## src/rtl/mux_sel_pipe.sv

```systemverilog
// Registered N-input result selector with a valid/ready handshake and a 2-entry skid buffer.
// Computes per-beat N/Z flags at accept and commits status flags when a flag-setting beat is handed off.

module mux_sel_lane #(
    parameter int WIDTH = 64,
    parameter int SEL_W = 3,
    parameter int IDX   = 0
) (
    input  logic [SEL_W-1:0] sel,
    input  logic [WIDTH-1:0] data,
    output logic             hit,
    output logic [WIDTH-1:0] gated
);
    assign hit   = (sel == SEL_W'(IDX));
    assign gated = hit ? data : '0;
endmodule

module mux_sel_pipe #(
    parameter  int WIDTH  = 64,
    parameter  int NUM_IN = 5,
    localparam int SEL_W  = $clog2(NUM_IN)
) (
    input  logic                    clk,
    input  logic                    reset_n,
    input  logic [NUM_IN*WIDTH-1:0] in_data,
    input  logic [SEL_W-1:0]        in_sel,
    input  logic                    in_set_flags,
    input  logic                    in_valid,
    output logic                    in_ready,
    output logic [WIDTH-1:0]        out_data,
    output logic                    out_zero,
    output logic                    out_neg,
    output logic                    out_sel_err,
    output logic                    out_valid,
    input  logic                    out_ready,
    output logic                    stat_n,
    output logic                    stat_z
);
    typedef struct packed {
        logic [WIDTH-1:0] data;
        logic             zero;
        logic             neg;
        logic             sel_err;
        logic             set_flags;
    } beat_t;

    logic [NUM_IN-1:0][WIDTH-1:0] in_arr;
    logic [NUM_IN-1:0][WIDTH-1:0] lane_d;
    logic [NUM_IN-1:0]            lane_hit;
    logic [WIDTH-1:0]             sel_data;
    logic                         sel_hit;
    beat_t                        nb, m, s;
    logic                         m_vld, s_vld;
    logic                         accept, handoff;

    assign in_arr = in_data;

    // One-hot lanes: an out-of-range select hits no lane, so data falls to zero.
    for (genvar k = 0; k < NUM_IN; k++) begin : g_lane
        mux_sel_lane #(.WIDTH(WIDTH), .SEL_W(SEL_W), .IDX(k)) u_lane (
            .sel   (in_sel),
            .data  (in_arr[k]),
            .hit   (lane_hit[k]),
            .gated (lane_d[k])
        );
    end

    always_comb begin
        sel_data = '0;
        sel_hit  = 1'b0;
        for (int k = 0; k < NUM_IN; k++) begin
            sel_data = sel_data | lane_d[k];
            sel_hit  = sel_hit | lane_hit[k];
        end
    end

    always_comb begin
        nb.data      = sel_data;
        nb.zero      = (sel_data == '0);
        nb.neg       = sel_data[WIDTH-1];
        nb.sel_err   = !sel_hit;
        nb.set_flags = in_set_flags;
    end

    assign in_ready = !s_vld && reset_n;
    assign accept   = in_valid && in_ready;
    assign handoff  = m_vld && out_ready;

    always_ff @(posedge clk or negedge reset_n) begin
        if (!reset_n) begin
            m      <= '0;
            s      <= '0;
            m_vld  <= 1'b0;
            s_vld  <= 1'b0;
            stat_n <= 1'b0;
            stat_z <= 1'b0;
        end else begin
            if (handoff && m.set_flags && !m.sel_err) begin
                stat_n <= m.neg;
                stat_z <= m.zero;
            end
            if (!m_vld || handoff) begin
                // Skid entry is older than anything arriving now; drain it first.
                if (s_vld) begin
                    m     <= s;
                    m_vld <= 1'b1;
                    s_vld <= 1'b0;
                end else if (accept) begin
                    m     <= nb;
                    m_vld <= 1'b1;
                end else begin
                    m_vld <= 1'b0;
                end
            end else if (accept) begin
                s     <= nb;
                s_vld <= 1'b1;
            end
        end
    end

    assign out_data    = m.data;
    assign out_zero    = m.zero;
    assign out_neg     = m.neg;
    assign out_sel_err = m.sel_err;
    assign out_valid   = m_vld;

    a_no_skid_without_main: assert property (@(posedge clk) disable iff (!reset_n) m_vld || !s_vld);
endmodule

```

## config.mk

```make
export PLATFORM = sky130hd
export DESIGN_NAME = mux_sel_pipe
export DESIGN_NICKNAME = d
export VERILOG_FILES = /design/src/rtl/mux_sel_pipe.sv
export SDC_FILE = /design/constraint.sdc
export NUM_CORES = 1
export LEC_CHECK = 0
export ABC_AREA = 0
export BUFFER_PORTS_ARGS = -buffer_cell sky130_fd_sc_hd__buf_2
export CORE_MARGIN = 2
export CORE_UTILIZATION = 35
export DETAILED_ROUTE_END_ITERATION = 8
export HOLD_SLACK_MARGIN = 0.03
export SLEW_MARGIN = 15
export SYNTH_ARGS = -nofsm -noshare
export SYNTH_HDL_FRONTEND = slang
export SYNTH_SLANG_ARGS = --single-unit
```

## constraint.sdc

```tcl
create_clock -name clk -period 3.4 [get_ports clk]
set_clock_uncertainty 0.05 [all_clocks]
set_input_delay 0.51 -clock clk [delete_from_list [all_inputs] [get_ports clk]]
set_output_delay 0.51 -clock clk [all_outputs]
set_load 0.1 [all_outputs]
```

==> impl_metrics.json <==
{
  "status": "completed",
  "critical_path_class": "in -> reg",
  "synth-edff-count": 0,
  "arrival_ns": 3.12,
  "cts_buffers": 17,
  "cts_tree": "built",
  "synthCells": 978,
  "num_rows": 56,
  "synth-seq-area-share_pct": 41.0,
  "cts_hold_buf": 0,
  "wl_per_cell_um": 20.7,
  "path_cells": "buf_4 -> and3b_2 -> o2bb2ai_1 -> a221oi_1 -> nand4_1 -> or4b_1 -> or4_1 -> o31ai_1 -> mux2_1",
  "final_core_util_pct": 47.2,
  "final_antenna_net_count": 0,
  "crit_required_ns": 3.70,
  "worst-path-buf-inv": 1,
  "fill_cells": 2378,
  "h-tree-depth": 4,
  "yosysTopAreaCell": "dfrtp_1",
  "clock.fmax_ghz": 0.355,
  "grt_pass1_vias": 8434,
  "crit_slowest_cell": "or4_1",
  "fin_ws_ns": 0.580,
  "yosysWarnings": 0,
  "p_per_area_nw_per_um2": 602,
  "cp-end-kind": "register",
  "ys_types": 39,
  "numPortBuffers": 398,
  "syn_avg_cell_area_um2": 8.62,
  "drt-pass1-iter-count": 5,
  "grt_overflow": 0,
  "yosys_most_used_dff": "dfrtp_1",
  "initial_core_util_pct": 35.8,
  "place_ws_ns": 0.134,
  "leakage_uw": 0.00550,
  "r2r_slack_ns": 1.27,
  "drt_iter0_drc": 554,
  "post-route-period-util_pct": 82.9,
  "reg2reg_from": "s_vld",
  "insertion_delay_ns": 0.42,
  "via_per_inst": 5.21,
  "peakVddDrop_v": 0.000358,
  "syn_nets": 1306,
  "syn2layout_area_growth_pct": 31.9,
  "instances_no_fill": 1631,
  "cts.clk_slew.worst_paths_ns": 0.06,
  "setup_viol": 0,
  "drc": 0,
  "die_w_um": 159,
  "clockBufferDepth": 2,
  "synthArstFlopShare_pct": 100,
  "grt_pass1_wl_um": 50600,
  "max_slew.worst_pin.slew_ns": 0.801,
  "synth-seq-cells": 138,
  "cts_resized": 0,
  "crit_family": "simple AND/OR/NAND/NOR gates",
  "rsz0062_at_grt": "false",
  "ios": 399,
  "ys_top_cells_by_count": "nand2_1 (156), dfrtp_1 (138), o21ai_0 (136)",
  "grt_max_degree": 139,
  "synth.area.top_cells": "dfrtp_1 (41%), o21ai_0 (8.1%), nand2_1 (6.9%), buf_4 (5.9%), mux2i_1 (5.8%)",
  "fin_area_um2": 11100,
  "relSlewSlack_pct": 46.6,
  "cts_setup_buffers": 0,
  "crit_fanout": 17,
  "syn-cell-area_um2": 8430,
  "place_area_um2": 10500,
  "reg2reg_to": "out_data[21]",
  "dieArea_um2": 25300,
  "maxSlewViolCount": 0,
  "antenna_found_initial": 5,
  "gp_congestion": 0.911,
  "reg2reg_depth": 4,
  "dp_hpwl_um": 26400,
  "finalCriticalPeriod_ns": 2.82,
  "critPathMaxStageDelay_ns": 0.57,
  "drive_above_1_share_pct": 40.2,
  "wl_um": 33700,
  "design.core.area_um2": 23500,
  "tns_ns": 0,
  "dp_cells": 1595,
  "drv_cap": 0,
  "hp-class": "in -> async",
  "synth_most_common_cell": "nand2_1",
  "cp-start-kind": "input pin",
  "nets": 1623,
  "timing.final.hold_violations": 0,
  "grt_usage_pct": 26.1,
  "vias": 8501,
  "cts_root_buffer": "clkbuf_16",
  "die_y_um": 159,
  "synth_top_area_share_pct": 41.0,
  "clkSinkCount": 138
}
cells by family (layout without fill, tap and decap cells):
logic type             count (synthesis)  after routing  share of synthesized area [%]
multiplexers                          69             69                           8.49
AND/OR/NAND/NOR                      273            273                           13.5
buffers and inverters                151            481                           10.3
other                                  0              4                              0
flip-flops                           138            138                           41.0
AO/OA/AOI/OAI                        347            347                           26.7
worst max path at each step:
stage               from  endpoint  slack, ns  cells past startpoint
6_report       in_sel[2]  out_zero       0.58                      9
5_1_grt        in_sel[2]  out_zero       0.42                      9
4_1_cts        in_sel[2]  out_zero       0.58                      9
3_5_place_dp   in_sel[2]  out_zero       0.13                      9
3_3_place_gp   in_sel[2]  out_zero       0.15                      9
2_1_floorplan      s_vld      s[7]       0.28                      7
final cells by class:
cell class	count	area [um2]	share of cell area [%]
antenna	4	10.0	0.0900
timing repair buffer	449	2460	22.1
clock inverter	11	166	1.50
tap	319	399	3.59
clock buffer	21	480	4.32
sequential	138	3460	31.1
multi-input combinational	689	4150	37.3
layer usage:
layer	global-route usage, %	part of all wire, %	vias up
met5	0	0.080	-
met3	5.26	6.0	59
li1	-	-	4111
met1	33.7	43	3960
met4	11.0	3.4	4
met2	42.7	47	367
power breakdown:
part / leakage [uW] / total (uW) / internal [uW] / switching (uW)
Clock: 0.000311 / 2020 / 1300 / 717
Combinational: 0.00339 / 2500 / 596 / 1900
Sequential: 0.00180 / 2170 / 1980 / 186
metrics by stage:
| step | power, uW | hold WS [ns] |
|---|---|---|
| 6_report | 6690 | 0.199 |
| 5_1_grt | 6990 | 0.269 |
| 4_1_cts | 6730 | 0.265 |
| 3_5_place_dp | 4700 | 0.414 |
| 3_3_place_gp | 4680 | 0.408 |
| 2_1_floorplan | 4180 | 0.164 |
state kept, by name, summed over array words and instances (netlist names):
register / count
s: 67
out_data: 64
s_vld: 1
out_sel_err: 1
m: 1
stat_n: 1
out_valid: 1
stat_z: 1
out_zero: 1
layout by cell type, fill, tap and decap left out, types with 2 or more instances in the layout:
cell type / netlist / routed
and4_1: 2 / 2
nor4_1: 2 / 2
nand2_1: 156 / 156
dfrtp_1: 138 / 137
mux2_2: 19 / 19
o31ai_1: 2 / 2
o22a_1: 13 / 13
nor2b_1: 8 / 4
nor2b_2: 0 / 2
clkinvlp_4: 0 / 3
or4_1: 2 / 2
bufinv_16: 0 / 4
o41ai_1: 2 / 2
buf_12: 0 / 6
o221a_2: 16 / 16
o21ai_0: 136 / 136
mux2i_1: 49 / 49
clkbuf_16: 0 / 17
nand4b_1: 3 / 3
buf_4: 66 / 46
buf_2: 11 / 396
clkbuf_8: 0 / 4
a21oi_1: 69 / 69
o2bb2ai_1: 28 / 28
nor2b_4: 0 / 2
clkinv_2: 0 / 3
nand4_1: 8 / 8
a22oi_1: 50 / 50
nand3_1: 3 / 2
diode_2: 0 / 4
a221oi_1: 28 / 28
nor2_1: 80 / 80
No activity file was read; power rests on OpenSTA's default activity.
